## config.mk

```make
export PLATFORM = sky130hd
export DESIGN_NAME = ccx_emem_arbiter
export DESIGN_NICKNAME = d
export VERILOG_FILES = /design/src/rtl/ccx_emem_pkg.sv /design/src/rtl/ccx_rr_pick.sv /design/src/rtl/ccx_emem_arbiter.sv
export SDC_FILE = /design/constraint.sdc
export NUM_CORES = 1
export LEC_CHECK = 0
export CORE_AREA = 2 2 189 191
export CTS_CLUSTER_DIAMETER = 200
export CTS_CLUSTER_SIZE = 12
export DETAILED_ROUTE_END_ITERATION = 12
export DIE_AREA = 0 0 191 193
export SETUP_SLACK_MARGIN = 0.2
export SLEW_MARGIN = 20
export SYNTH_ARGS = -nofsm -noshare
export SYNTH_HDL_FRONTEND = slang
export SYNTH_SLANG_ARGS = --single-unit
export TNS_END_PERCENT = 50
```

## constraint.sdc

```tcl
create_clock -name g_clk -period 2.2 [get_ports g_clk]
set_clock_uncertainty 0.1 [all_clocks]
set_input_delay 0.44 -clock g_clk [delete_from_list [all_inputs] [get_ports g_clk]]
set_output_delay 0.44 -clock g_clk [all_outputs]
set_load 0.005 [all_outputs]
```

## src/rtl/ccx_emem_pkg.sv

```systemverilog
// Shared types and field widths for the core-complex emem arbiter.
// Latency: n/a (types, constants and a pure helper function only).
// Backpressure: n/a.
package ccx_emem_pkg;

    // Default emem field widths for the core-complex external memory port.
    localparam int EMEM_AW      = 39;
    localparam int EMEM_DW      = 64;
    localparam int EMEM_SW      = EMEM_DW / 8;
    localparam int EMEM_TIMEOUT = 255;

    // Arbiter ownership FSM.
    typedef enum logic {
        ARB_IDLE   = 1'b0,
        ARB_LOCKED = 1'b1
    } arb_state_t;

    // Next channel index after idx, wrapping at n channels.
    function automatic int rr_next(input int idx, input int n);
        return (idx + 1 >= n) ? 0 : idx + 1;
    endfunction

endpackage

```

## src/rtl/ccx_rr_pick.sv

```systemverilog
// Round-robin picker: first set bit of (req & ~mask) searching upward from start, wrapping.
// Latency: purely combinational.
// Backpressure: n/a; caller decides when the pick is consumed.
//
// Ports:
//   req   : request vector
//   mask  : bits excluded from the search (e.g. the channel just served)
//   start : index searched first
//   vld   : at least one unmasked request exists
//   idx   : index of the picked requester (0 when vld is low)
module ccx_rr_pick
    import ccx_emem_pkg::*;
#(
    parameter int N  = 2,
    parameter int IW = (N > 1) ? $clog2(N) : 1
) (
    input  logic [N-1:0]  req,
    input  logic [N-1:0]  mask,
    input  logic [IW-1:0] start,
    output logic          vld,
    output logic [IW-1:0] idx
);

    logic [N-1:0] cand;

    assign cand = req & ~mask;

    // Walk the offsets from farthest to nearest so the nearest candidate
    // to start is the last (and therefore winning) assignment.
    always_comb begin
        vld = 1'b0;
        idx = '0;
        for (int i = N - 1; i >= 0; i--) begin
            if (cand[(int'(start) + i) % N]) begin
                vld = 1'b1;
                idx = IW'((int'(start) + i) % N);
            end
        end
    end

endmodule

```

## src/rtl/ccx_emem_arbiter.sv

```systemverilog
// N-channel round-robin arbiter sharing one emem request/grant port; owner locked until grant.
// Latency: s_req -> m_req one cycle; s_gnt same cycle as m_gnt; back-to-back owners without bubble.
// Backpressure: owner held in LOCKED until m_gnt, or aborted with s_err after TIMEOUT stalled cycles.
//
// Ports:
//   g_clk, g_reset        : clock, synchronous active-high reset
//   s_req/s_rtype/s_wen   : per-channel request, type and write enable (one bit each)
//   s_addr/s_strb/s_wdata : per-channel fields packed channel-major, channel i at [i*W +: W]
//   s_gnt                 : one-hot completion to the owner
//   s_err/s_rdata         : completion status and read data, valid with any s_gnt bit
//   m_*                   : downstream emem request; m_gnt/m_err/m_rdata downstream response
//   owner/busy            : current owner index, high while LOCKED
//   timeout_event         : one-cycle pulse when a stalled request is aborted
module ccx_emem_arbiter
    import ccx_emem_pkg::*;
#(
    parameter  int CHANNELS = 2,
    parameter  int AW       = EMEM_AW,
    parameter  int DW       = EMEM_DW,
    parameter  int TIMEOUT  = EMEM_TIMEOUT,
    localparam int OW       = (CHANNELS > 1) ? $clog2(CHANNELS) : 1
) (
    input  logic                     g_clk,
    input  logic                     g_reset,

    input  logic [CHANNELS-1:0]      s_req,
    input  logic [CHANNELS-1:0]      s_rtype,
    input  logic [CHANNELS*AW-1:0]   s_addr,
    input  logic [CHANNELS-1:0]      s_wen,
    input  logic [CHANNELS*DW/8-1:0] s_strb,
    input  logic [CHANNELS*DW-1:0]   s_wdata,
    output logic [CHANNELS-1:0]      s_gnt,
    output logic                     s_err,
    output logic [DW-1:0]            s_rdata,

    output logic                     m_req,
    output logic                     m_rtype,
    output logic                     m_wen,
    output logic [AW-1:0]            m_addr,
    output logic [DW/8-1:0]          m_strb,
    output logic [DW-1:0]            m_wdata,
    input  logic                     m_gnt,
    input  logic                     m_err,
    input  logic [DW-1:0]            m_rdata,

    output logic [OW-1:0]            owner,
    output logic                     busy,
    output logic                     timeout_event
);

    localparam int             SW       = DW / 8;
    // Counter only needs to reach TIMEOUT; it is cleared before it could wrap.
    localparam int             CW       = (TIMEOUT > 0) ? $clog2(TIMEOUT + 1) : 1;
    localparam logic [CW-1:0]  TO_LIMIT = CW'(TIMEOUT);
    localparam logic [OW-1:0]  LAST_CH  = OW'(CHANNELS - 1);

    arb_state_t    state_q, state_d;
    logic [OW-1:0] owner_q, owner_d;
    logic [OW-1:0] rr_q,    rr_d;
    logic [CW-1:0] cnt_q,   cnt_d;

    logic          locked;
    logic          own_req;
    logic          own_gnt;
    logic          tmo_fire;
    logic          done;

    logic [CHANNELS-1:0] pick_mask;
    logic [OW-1:0]       pick_start;
    logic                pick_vld;
    logic [OW-1:0]       pick_idx;

    // Per-channel views of the packed request fields.
    logic [AW-1:0] ch_addr  [CHANNELS];
    logic [SW-1:0] ch_strb  [CHANNELS];
    logic [DW-1:0] ch_wdata [CHANNELS];

    for (genvar g = 0; g < CHANNELS; g++) begin : g_unpack
        assign ch_addr[g]  = s_addr[g*AW +: AW];
        assign ch_strb[g]  = s_strb[g*SW +: SW];
        assign ch_wdata[g] = s_wdata[g*DW +: DW];
    end

    // ------------------------------------------------------------------
    // Status of the current owner
    // ------------------------------------------------------------------
    assign locked  = (state_q == ARB_LOCKED);
    assign own_req = s_req[owner_q];
    assign own_gnt = locked && own_req && m_gnt;

    // A grant arriving in the limit cycle wins over the abort.
    assign tmo_fire = locked && own_req && !m_gnt && (TIMEOUT != 0) && (cnt_q == TO_LIMIT);
    assign done     = own_gnt || tmo_fire;

    // ------------------------------------------------------------------
    // Round-robin selection. One picker serves both cases:
    //   IDLE   : search from rr_ptr+1, nothing masked
    //   LOCKED : search from owner+1 with the completing owner masked, so
    //            the handover to the next owner needs no idle cycle
    // ------------------------------------------------------------------
    always_comb begin
        for (int i = 0; i < CHANNELS; i++) begin
            pick_mask[i] = locked && (owner_q == OW'(i));
        end
    end

    assign pick_start = locked ? OW'(rr_next(int'(owner_q), CHANNELS))
                               : OW'(rr_next(int'(rr_q), CHANNELS));

    ccx_rr_pick #(
        .N  (CHANNELS),
        .IW (OW)
    ) u_pick (
        .req   (s_req),
        .mask  (pick_mask),
        .start (pick_start),
        .vld   (pick_vld),
        .idx   (pick_idx)
    );

    // ------------------------------------------------------------------
    // State register
    // ------------------------------------------------------------------
    always_ff @(posedge g_clk) begin
        if (g_reset) begin
            state_q <= ARB_IDLE;
            owner_q <= '0;
            rr_q    <= LAST_CH;
            cnt_q   <= '0;
        end else begin
            state_q <= state_d;
            owner_q <= owner_d;
            rr_q    <= rr_d;
            cnt_q   <= cnt_d;
        end
    end

    // ------------------------------------------------------------------
    // Next-state logic
    // ------------------------------------------------------------------
    always_comb begin
        state_d = state_q;
        owner_d = owner_q;
        rr_d    = rr_q;
        cnt_d   = cnt_q;

        case (state_q)
            ARB_IDLE: begin
                if (pick_vld) begin
                    state_d = ARB_LOCKED;
                    owner_d = pick_idx;
                    cnt_d   = '0;
                end
            end

            ARB_LOCKED: begin
                if (!own_req) begin
                    // Owner abandoned its request: release without completing.
                    state_d = ARB_IDLE;
                    rr_d    = owner_q;
                    cnt_d   = '0;
                end else if (done) begin
                    rr_d  = owner_q;
                    cnt_d = '0;
                    if (pick_vld) begin
                        owner_d = pick_idx;
                    end else begin
                        state_d = ARB_IDLE;
                    end
                end else if (TIMEOUT != 0) begin
                    cnt_d = cnt_q + 1'b1;
                end
            end

            default: begin
                state_d = ARB_IDLE;
            end
        endcase
    end

    // ------------------------------------------------------------------
    // Downstream request: the registered owner's fields, zero when IDLE
    // ------------------------------------------------------------------
    assign m_req   = locked && own_req && !tmo_fire;
    assign m_rtype = locked && s_rtype[owner_q];
    assign m_wen   = locked && s_wen[owner_q];
    assign m_addr  = locked ? ch_addr[owner_q]  : '0;
    assign m_strb  = locked ? ch_strb[owner_q]  : '0;
    assign m_wdata = locked ? ch_wdata[owner_q] : '0;

    // ------------------------------------------------------------------
    // Upstream completion
    // ------------------------------------------------------------------
    always_comb begin
        for (int i = 0; i < CHANNELS; i++) begin
            s_gnt[i] = done && (owner_q == OW'(i));
        end
    end

    // An aborted request reports an error and returns no data.
    assign s_err   = own_gnt ? m_err : tmo_fire;
    assign s_rdata = own_gnt ? m_rdata : '0;

    assign owner         = owner_q;
    assign busy          = locked;
    assign timeout_event = tmo_fire;

endmodule

```

Yosys cells after proc, flatten, opt, wreduce, memory -nomap -nowiden
Cells that the tools add are included.

cells by class
  $add $sub $neg = 4
  $mul = 0
  divide/modulo/power cells = 0
  $lt $le $gt $ge = 6
  eq/ne operators = 5
  shift-type cells = 0
  multiplexer cells = 46
  bitwise logic cells = 6
  reductions and logical operators = 16

operator list
  operator             count
  $mux 64              5
  $mux 39              4
  $mux 8               7
  $mux 1               27
  $pmux 8 s2           1
  $logic_and 1x1->1    11
  $add 8x1->8 const B  1
  $eq 8x8->1 const B   1
  $ge 2x2->1 const B   3
  $ne 2x1->1 const B   3
  $add 1x1->2 const B  2
  $lt 1x2->1 const B   2
  $pmux 1 s2           2
  $reduce_and 2->1     2
  $lt 2x3->1 const B   1
  $and 2x2->2          1
  $logic_not 1->1      2
  $ne 2x2->1 const B   1
  $not 1->1            2
  $not 1->2            1
  $not 2->2            1
  $add 1x1->1 const B  1
  $and 1x1->1 const A  1
  $logic_or 1x1->1     1

word-level totals
  register bits = 11
  bits in latches = 0
  bits in writable memories = 0
  ROM bits = 0
  input port bits = 296
  output and inout port bits = 184
  word-level logic and storage cells = 87
  memories kept = 0

Longest topological paths before layout
Gate-level depths: netlist (run 1).

  depth after elaboration = 15
  mapped depth = 7
  depth with buffers taken out = 5

Hierarchy
A second synthesis (run 1) with hierarchy kept.

unflattened totals
  cells, all modules = 409
  area total of the unflattened synthesis = 2792.7 um^2

by module, submodules not included
  module            times used  cells each  area each (um^2)  seq. area each (um^2)
  ccx_emem_arbiter  1           404         2756.4            220.2
  ccx_rr_pick       1           5           36.3              0.0

Least setup slack after synthesis (run 1)
No wires, ideal clock.

  path kind = input -> output
  start point = in s_req[1]
  end point = out s_rdata[0]
  arrival time = 1.435 ns
  data required time = 1.660 ns
  slack = 0.225 ns
  cell stages on the path = 7
  buffers on the path = 3
  path through = buf_2 > mux2_2 > nand2_2 > nor2_1 > buf_6 > buf_4 > and2_1

between the ends
  word-level cells in the longest chain between the ends = 5

ends and longest elaborated chain
  element                                    RTL line                 RTL
  from (decl)                                ccx_emem_arbiter.sv:26   input logic [CHANNELS-1:0] s_req,
  $mux 1 (not written as such) (2 in a row)  ccx_emem_arbiter.sv:88   assign own_req = s_req[owner_q];
  $logic_and 1x1->1 (2 in a row)             ccx_emem_arbiter.sv:89   assign own_gnt = locked && own_req && m_gnt;
  $mux 64                                    ccx_emem_arbiter.sv:202  assign s_rdata = own_gnt ? m_rdata : '0;
  to (decl)                                  ccx_emem_arbiter.sv:34   output logic [DW-1:0] s_rdata,

No other way between the ends. The select of a mux whose other input is x is not followed.

Final worst setup path (run 1)
  start point = reg owner_q, in the netlist owner
  end point = out s_rdata[10]

between the ends
  word-level cells in the longest chain between the ends = 5

ends and longest elaborated chain
  element                                    RTL line                 RTL
  from (decl)                                ccx_emem_arbiter.sv:58   logic [OW-1:0] owner_q, owner_d;
  from (signal assigned)                     ccx_emem_arbiter.sv:132  owner_q <= owner_d;
  $mux 1 (not written as such) (2 in a row)  ccx_emem_arbiter.sv:88
  $logic_and 1x1->1 (2 in a row)             ccx_emem_arbiter.sv:89
  $mux 64                                    ccx_emem_arbiter.sv:202

No other way between the ends. The select of a mux whose other input is x is not followed.

==> results of run 1 <==
-- kinds of logic (layout without fill, tap and decap cells) --
group                      count (synthesis)  after routing  synth area share (%)
DFF                                       11             11                  7.17
muxes                                    117            117                  38.2
adders and majority gates                  1              1                 0.407
xor gates and xnor gates                   2              2                 0.570
and+or+nand+nor                          214            214                  42.8
AOI/OAI and AO/OA                         21             21                  4.36
buffers and inverters                     40            563                  6.56
-- sequential cells by signal (all words and copies together) (netlist names) --
| register | count |
|---|---|
| rr_q | 1 |
| owner | 1 |
| busy | 1 |
| cnt_q | 8 |
-- worst min path at each step --
stage                     endpoint
after global placement        rr_q
final                         rr_q
after floorplan               rr_q
after detailed placement      rr_q
after global routing          rr_q
after CTS                     rr_q
-- area by class of cell --
cell class	count	area, um2
tap	461	577
sequential	11	230
clock buffer	3	75.1
fill	3732	25300
multi-input combinational	355	2910
clock inverter	1	5.00
timing repair buffer	556	5820
inverter	3	11.3
-- synthesized netlist by cell type, types with 2 or more instances --
master / n
a21oi_1: 4
inv_1: 3
a211oi_1: 2
nand2b_1: 2
o21ai_1: 4
buf_2: 14
nor2_1: 6
nand2_1: 7
mux2i_1: 116
nand3b_1: 2
and4_1: 2
and2_1: 64
nand3_1: 6
xor2_1: 2
nand4b_1: 2
a31oi_1: 5
nand4_1: 3
dfxtp_1: 11
clkbuf_1: 15
nor2b_1: 113
buf_4: 7
-- metrics by stage --
| stage | hold slack [ns] | setup TNS (ns) | cell area, um2 | util [%] |
|---|---|---|---|---|
| 5_1_grt | 0.397 | -18.07 | 9630 | 27.6 |
| 6_report | 0.360 | -10.89 | 9630 | 27.6 |
| 3_3_place_gp | 0.349 | -41.37 | 8630 | 24.7 |
| 4_1_cts | 0.360 | -15.89 | 9390 | 26.9 |
| 2_1_floorplan | 0.336 | 0 | 3070 | - |
| 3_5_place_dp | 0.350 | -42.30 | 8630 | 24.7 |
-- layout by cell type, fill, tap and decap left out, types with 3 or more instances in the layout --
master | synthesis | layout
nand4_1 | 3 | 3
buf_8 | 0 | 6
a31oi_1 | 5 | 5
nand3_1 | 6 | 5
buf_6 | 1 | 71
nor2b_1 | 113 | 111
clkdlybuf4s15_1 | 0 | 21
a21oi_1 | 4 | 4
buf_4 | 7 | 41
and2_4 | 0 | 63
buf_16 | 0 | 11
nand2_1 | 7 | 7
dlymetal6s2s_1 | 0 | 12
buf_2 | 14 | 13
buf_12 | 0 | 11
mux2i_4 | 0 | 3
dlygate4sd2_1 | 0 | 21
clkdlybuf4s50_1 | 0 | 345
o21ai_1 | 4 | 4
mux2i_2 | 0 | 7
nor2_1 | 6 | 4
clkbuf_16 | 0 | 3
mux2i_1 | 116 | 106
clkdlybuf4s15_2 | 0 | 3
dfxtp_1 | 11 | 7
-- metal layers --
layer | wire length (um) | track usage [%] | part of all wire [%]
met1 | 8420 | 12.9 | 37
met5 | 10 | 0 | 0.044
met3 | 2510 | 3.08 | 11
met4 | 380 | 2.33 | 1.7
met2 | 11300 | 19.2 | 50
-- what timing repair did --
item / in CTS / in global routing
gates cloned: 9 / 0
gates resized for setup: 523 / 56
endpoints found under the hold margin: 0 / 0
setup endpoints to repair: 183 / 179
pin swaps: 47 / 10
setup buffers: 24 / 6
-- critical path, stage by stage, from the launching register on --
cell     delay (ns)
dfxtp_4        0.37
mux2_4         0.33
nand2_4        0.09
nor2_4         0.04
buf_6          0.11
buf_8          0.12
buf_12         0.13
buf_16         0.14
and2_4         0.15
buf_6          0.10
-- power groups by stage --
| stage | combinational, mW | sequential, mW | clock [mW] |
|---|---|---|---|
| after detailed placement | 1.60 | 0.216 | 0 |
| after global routing | 1.91 | 0.216 | 0.354 |
| after floorplan | 0.505 | 0.214 | 0 |
| after global placement | 1.60 | 0.216 | 0 |
| final | 1.79 | 0.215 | 0.336 |
| after CTS | 1.75 | 0.214 | 0.343 |
==> results.py, run 1 <==
metrics = {
    "placed_design": {
        "post-dp-hpwl_um": 17600,
        "dp_cells": 1347,
        "port_buffers": 479,
        "gp_congestion": 0.768,
        "preCtsSetupSlack_ns": -0.637,
    },
    "timing": {
        "setup_viol_count_final": 115,
        "post-route-period-util_pct": 108,
        "rsz0062_at_grt": "true",
        "slew_headroom_pct": 70.6,
        "drv_slew": 0,
        "max_freq_mhz": 419,
        "setup_slack_ns": -0.185,
        "worst_slew_pin_slew_ns": 0.438,
        "hold_violations": 0,
        "fin_crit_ns": 2.38,
    },
    "critical_path": {
        "required_ns": 1.66,
        "r2r-start": "owner",
        "crit_path_end": "s_rdata[10]",
        "critPathKind": "register to primary output",
        "cp-startpoint": "owner",
        "cp_data_arrival_time_ns": 1.84,
        "start_kind": "register",
        "reg2reg_to": "cnt_q[1]",
        "crit_fanout": 8,
        "end_kind": "primary output",
        "r2r_slack_ns": 0.37,
        "reg2regPathDepth": 7,
    },
    "logic_synthesis": {
        "synth_top_area_cell": "mux2i_1",
        "syn_nets": 703,
        "syn_inst": 406,
        "synth_top_area_share_pct": 37.8,
        "async_reset_ff_share_pct": 0,
        "synth_warnings": 0,
        "synth.ff_latch_count": 11,
        "synth_seq_area_share_pct": 7.17,
        "syn-mean-instance-area_um2": 7.57,
        "synthFlopType": "dfxtp_1",
        "syn_area_um2": 3070,
        "synth_edf_count": 0,
        "ys_types": 37,
        "yosys-top-cells-area": "mux2i_1, nor2b_1, and2_1, dfxtp_1, buf_2",
    },
    "floorplanning": {
        "start_util_pct": 8.79,
        "die_h_um": 193,
        "core_um2": 35000,
        "die-area_um2": 36900,
        "die-width_um": 191,
        "io_pins": 480,
        "rows": 69,
    },
    "power_and_ir_drop": {
        "switching_share_pct": 29.7,
        "p_clk_share_pct": 14.4,
        "power.density_nw_per_um2": 243,
        "power.net_switching_uw": 694,
        "p_comb_share_pct": 76.4,
        "seqPwrFrac_pct": 9.2,
        "ir_worst_vdd_mv": 0.204,
        "leakage_nw": 3.92,
        "power_mw": 2.34,
        "p_int_mw": 1.64,
    },
    "detailed_routing": {
        "drtIter0Drc": 140,
        "antenna_left": 0,
        "viasPerCell": 3.58,
        "dr_total_vias": 4977,
        "routed_wl_um": 22600,
        "firstDrtPassIters": 4,
        "wire_per_inst_um": 16.3,
        "drc": 0,
    },
    "clock_network": {
        "cts.sinks": 11,
        "path_clk_slew_ns": 0.04,
        "clk_latency_ns": 0.24,
        "clk_root_buffer_cell": "clkbuf_16",
        "cts_inserted_buffers": 3,
        "cts_buffer_depth": 2,
        "cts_tree": "done",
        "ctsHoldBuffers": 0,
        "htreeDepth": 1,
    },
    "run": {
        "max_cap_viol_count": 0,
    },
    "min_path": {
        "min_path_type": "register to register",
        "hp-start": "rr_q",
        "min_path_cells": 1,
    },
    "global_route": {
        "track_usage_pct": 10.8,
        "grt_pass1_vias": 5091,
        "overflow": 0,
        "grt_pass1_wl_um": 30100,
        "grt_max_degree": 72,
        "antenna_found_initial": 1,
    },
    "outcome": {
        "violations": "negative setup slack",
        "status": "finished, violations left",
    },
    "cells_and_area": {
        "antennaDiodeCount": 0,
        "finalNetCount": 1227,
        "area_delta_synth_final_pct": 214,
        "drive_gt1_share_pct": 26.9,
        "stdcell_count": 1390,
    },
}
No activity file was read; power rests on OpenSTA's default activity.
==> run 2: changes to the inputs <==
- MAX_ROUTING_LAYER: default -> met4
==> run 2 against run 1 <==
The run still ends with negative setup slack left. Die area is the same. Critical path depth unchanged. Global-route usage rose by 0.32 points. Non-clock buffer count is the same. Cell count about the same. Sequential power is essentially flat. Setup slack got worse by 0.0030 ns. Final area about the same. Sequential share of layout area about the same. Largest power group unchanged.
==> results.py, run 2 (synthesis gave the netlist of run 1 again) <==
metrics = {
    "timing": {
        "slew_headroom_pct": 70.4,
        "worst_slew_pin_slew_ns": 0.441,
        "post-route-period-util_pct": 109,
        "hold_violations": 0,
        "setup_viol_count_final": 114,
        "setup_slack_ns": -0.188,
        "rsz0062_at_grt": "true",
        "max_freq_mhz": 419,
        "fin_setup_tns_ns": -11.07,
        "fin_crit_ns": 2.39,
        "drv_slew": 0,
    },
    "placed_design": {
        "gp_congestion": 0.779,
        "dpl_cell_area_um2": 8630,
        "port_buffers": 479,
        "post-dp-hpwl_um": 17600,
        "dp_cells": 1347,
    },
    "critical_path": {
        "reg2reg_to": "cnt_q[1]",
        "crit_cells": 9,
        "start_kind": "register",
        "r2r_slack_ns": 0.36,
        "crit_path_end": "s_rdata[10]",
        "cp-startpoint": "owner",
        "end_kind": "primary output",
        "crit_chain": "mux2_4 > nand2_4 > nor2_4 > buf_6 > buf_8 > buf_12 > buf_16 > and2_4 > buf_6",
        "reg2regPathDepth": 7,
        "critPathKind": "register to primary output",
        "cp_data_arrival_time_ns": 1.85,
        "r2r-start": "owner",
        "critPathSlowestCell": "dfxtp_4",
        "critPathTopFamily": "buffers and inverters",
        "crit_fanout": 8,
        "required_ns": 1.66,
        "slowest_delay_ns": 0.37,
        "cp_common_cell": "buf_6",
        "cp_num_buf_inv": 5,
    },
    "power_and_ir_drop": {
        "leakage_nw": 3.92,
        "power_mw": 2.34,
        "power.density_nw_per_um2": 243,
        "ir_worst_vdd_mv": 0.204,
    },
    "clock_network": {
        "cts_tree": "done",
        "htreeDepth": 1,
        "cts_inserted_buffers": 3,
        "path_clk_slew_ns": 0.04,
        "cts_buffer_depth": 2,
        "clk_latency_ns": 0.24,
        "cts.sinks": 11,
        "clk_root_buffer_cell": "clkbuf_16",
    },
    "detailed_routing": {
        "wire_per_inst_um": 16.2,
        "antenna_left": 0,
        "routed_wl_um": 22600,
        "maxUsedRoutingLayer": "met4",
        "firstDrtPassIters": 4,
        "drc": 0,
        "drtIter0Drc": 116,
        "routed-wl-met3_um": 2140,
        "wirelength_met1_um": 8800,
        "met2_length_um": 11300,
        "dr_total_vias": 4972,
        "viasPerCell": 3.57,
    },
    "floorplanning": {
        "rows": 69,
        "io_pins": 480,
        "die_h_um": 193,
        "die-area_um2": 36900,
        "die-width_um": 191,
        "core_um2": 35000,
        "start_util_pct": 8.79,
    },
    "global_route": {
        "grt_pass1_vias": 5101,
        "overflow": 0,
        "track_usage_pct": 11.1,
        "grt_max_degree": 72,
        "antenna_found_initial": 1,
        "grt_pass1_wl_um": 30000,
    },
    "cells_and_area": {
        "drive_gt1_share_pct": 26.8,
        "finish.utilization_pct": 27.6,
        "regMostFlops": "cnt_q",
        "area_delta_synth_final_pct": 214,
        "mostFrequentLayoutCells": "clkdlybuf4s50_1, nor2b_1, mux2i_1",
        "mostFrequentLayoutCell": "clkdlybuf4s50_1",
        "fillers": 3731,
        "fin_area_um2": 9640,
        "stdcell_count": 1391,
        "finalNetCount": 1227,
        "largest_reg_flops": 8,
    },
    "min_path": {
        "min_path_type": "register to register",
    },
    "outcome": {
        "violations": "negative setup slack",
        "status": "finished, violations left",
    },
    "run": {
        "max_cap_viol_count": 0,
    },
}
[run 2: area by class of cell]
| type | instances | area [um2] | area share (%) |
|---|---|---|---|
| Timing Repair Buffer | 556 | 5830 | 60.4 |
| Multi-Input combinational cell | 355 | 2910 | 30.2 |
| Tap cell | 461 | 577 | 5.98 |
| Sequential cell | 11 | 230 | 2.39 |
| Clock buffer | 3 | 75.1 | 0.779 |
| Inverter | 3 | 11.3 | 0.117 |
| Clock inverter | 1 | 5.00 | 0.0519 |
| Antenna cell | 1 | 2.50 | 0.0260 |
[run 2: stage by stage]
step / worst slack (ns) / hold slack (ns)
finish: -0.188 / 0.360
global route: -0.236 / 0.397
CTS: -0.200 / 0.360
detailed placement: -0.637 / 0.350
global placement: -0.605 / 0.349
floorplan: 0.225 / 0.336
[run 2: worst min path at each step]
stage | from | end | slack, ns | depth (start not counted)
floorplan | rr_q | rr_q | 0.34 | 1
global placement | rr_q | rr_q | 0.35 | 1
global route | rr_q | rr_q | 0.40 | 1
detailed placement | rr_q | rr_q | 0.35 | 1
CTS | rr_q | rr_q | 0.36 | 1
finish | rr_q | rr_q | 0.36 | 1
[run 2: repair_timing]
item | CTS | global route
pin swaps | 47 | 10
cloned | 9 | 0
endpoints found under the setup margin | 183 | 179
hold buffers | 0 | 0
setup buffers | 24 | 6
resized for setup | 523 | 55
[run 2: power by group]
| part | total, mW | switching, mW | leakage, nW | internal (mW) |
|---|---|---|---|---|
| registers | 0.215 | 0.00913 | 0.0916 | 0.206 |
| clock network | 0.335 | 0.0943 | 0.0409 | 0.241 |
| logic | 1.79 | 0.592 | 3.78 | 1.20 |
[run 2: per-layer routing]
layer  track usage (%)  vias to the layer above
li1                  -                     2416
met1              13.2                     2248
met2              19.2                      292
met3              2.43                       16
met4              2.39                        0
met5                 -                        -
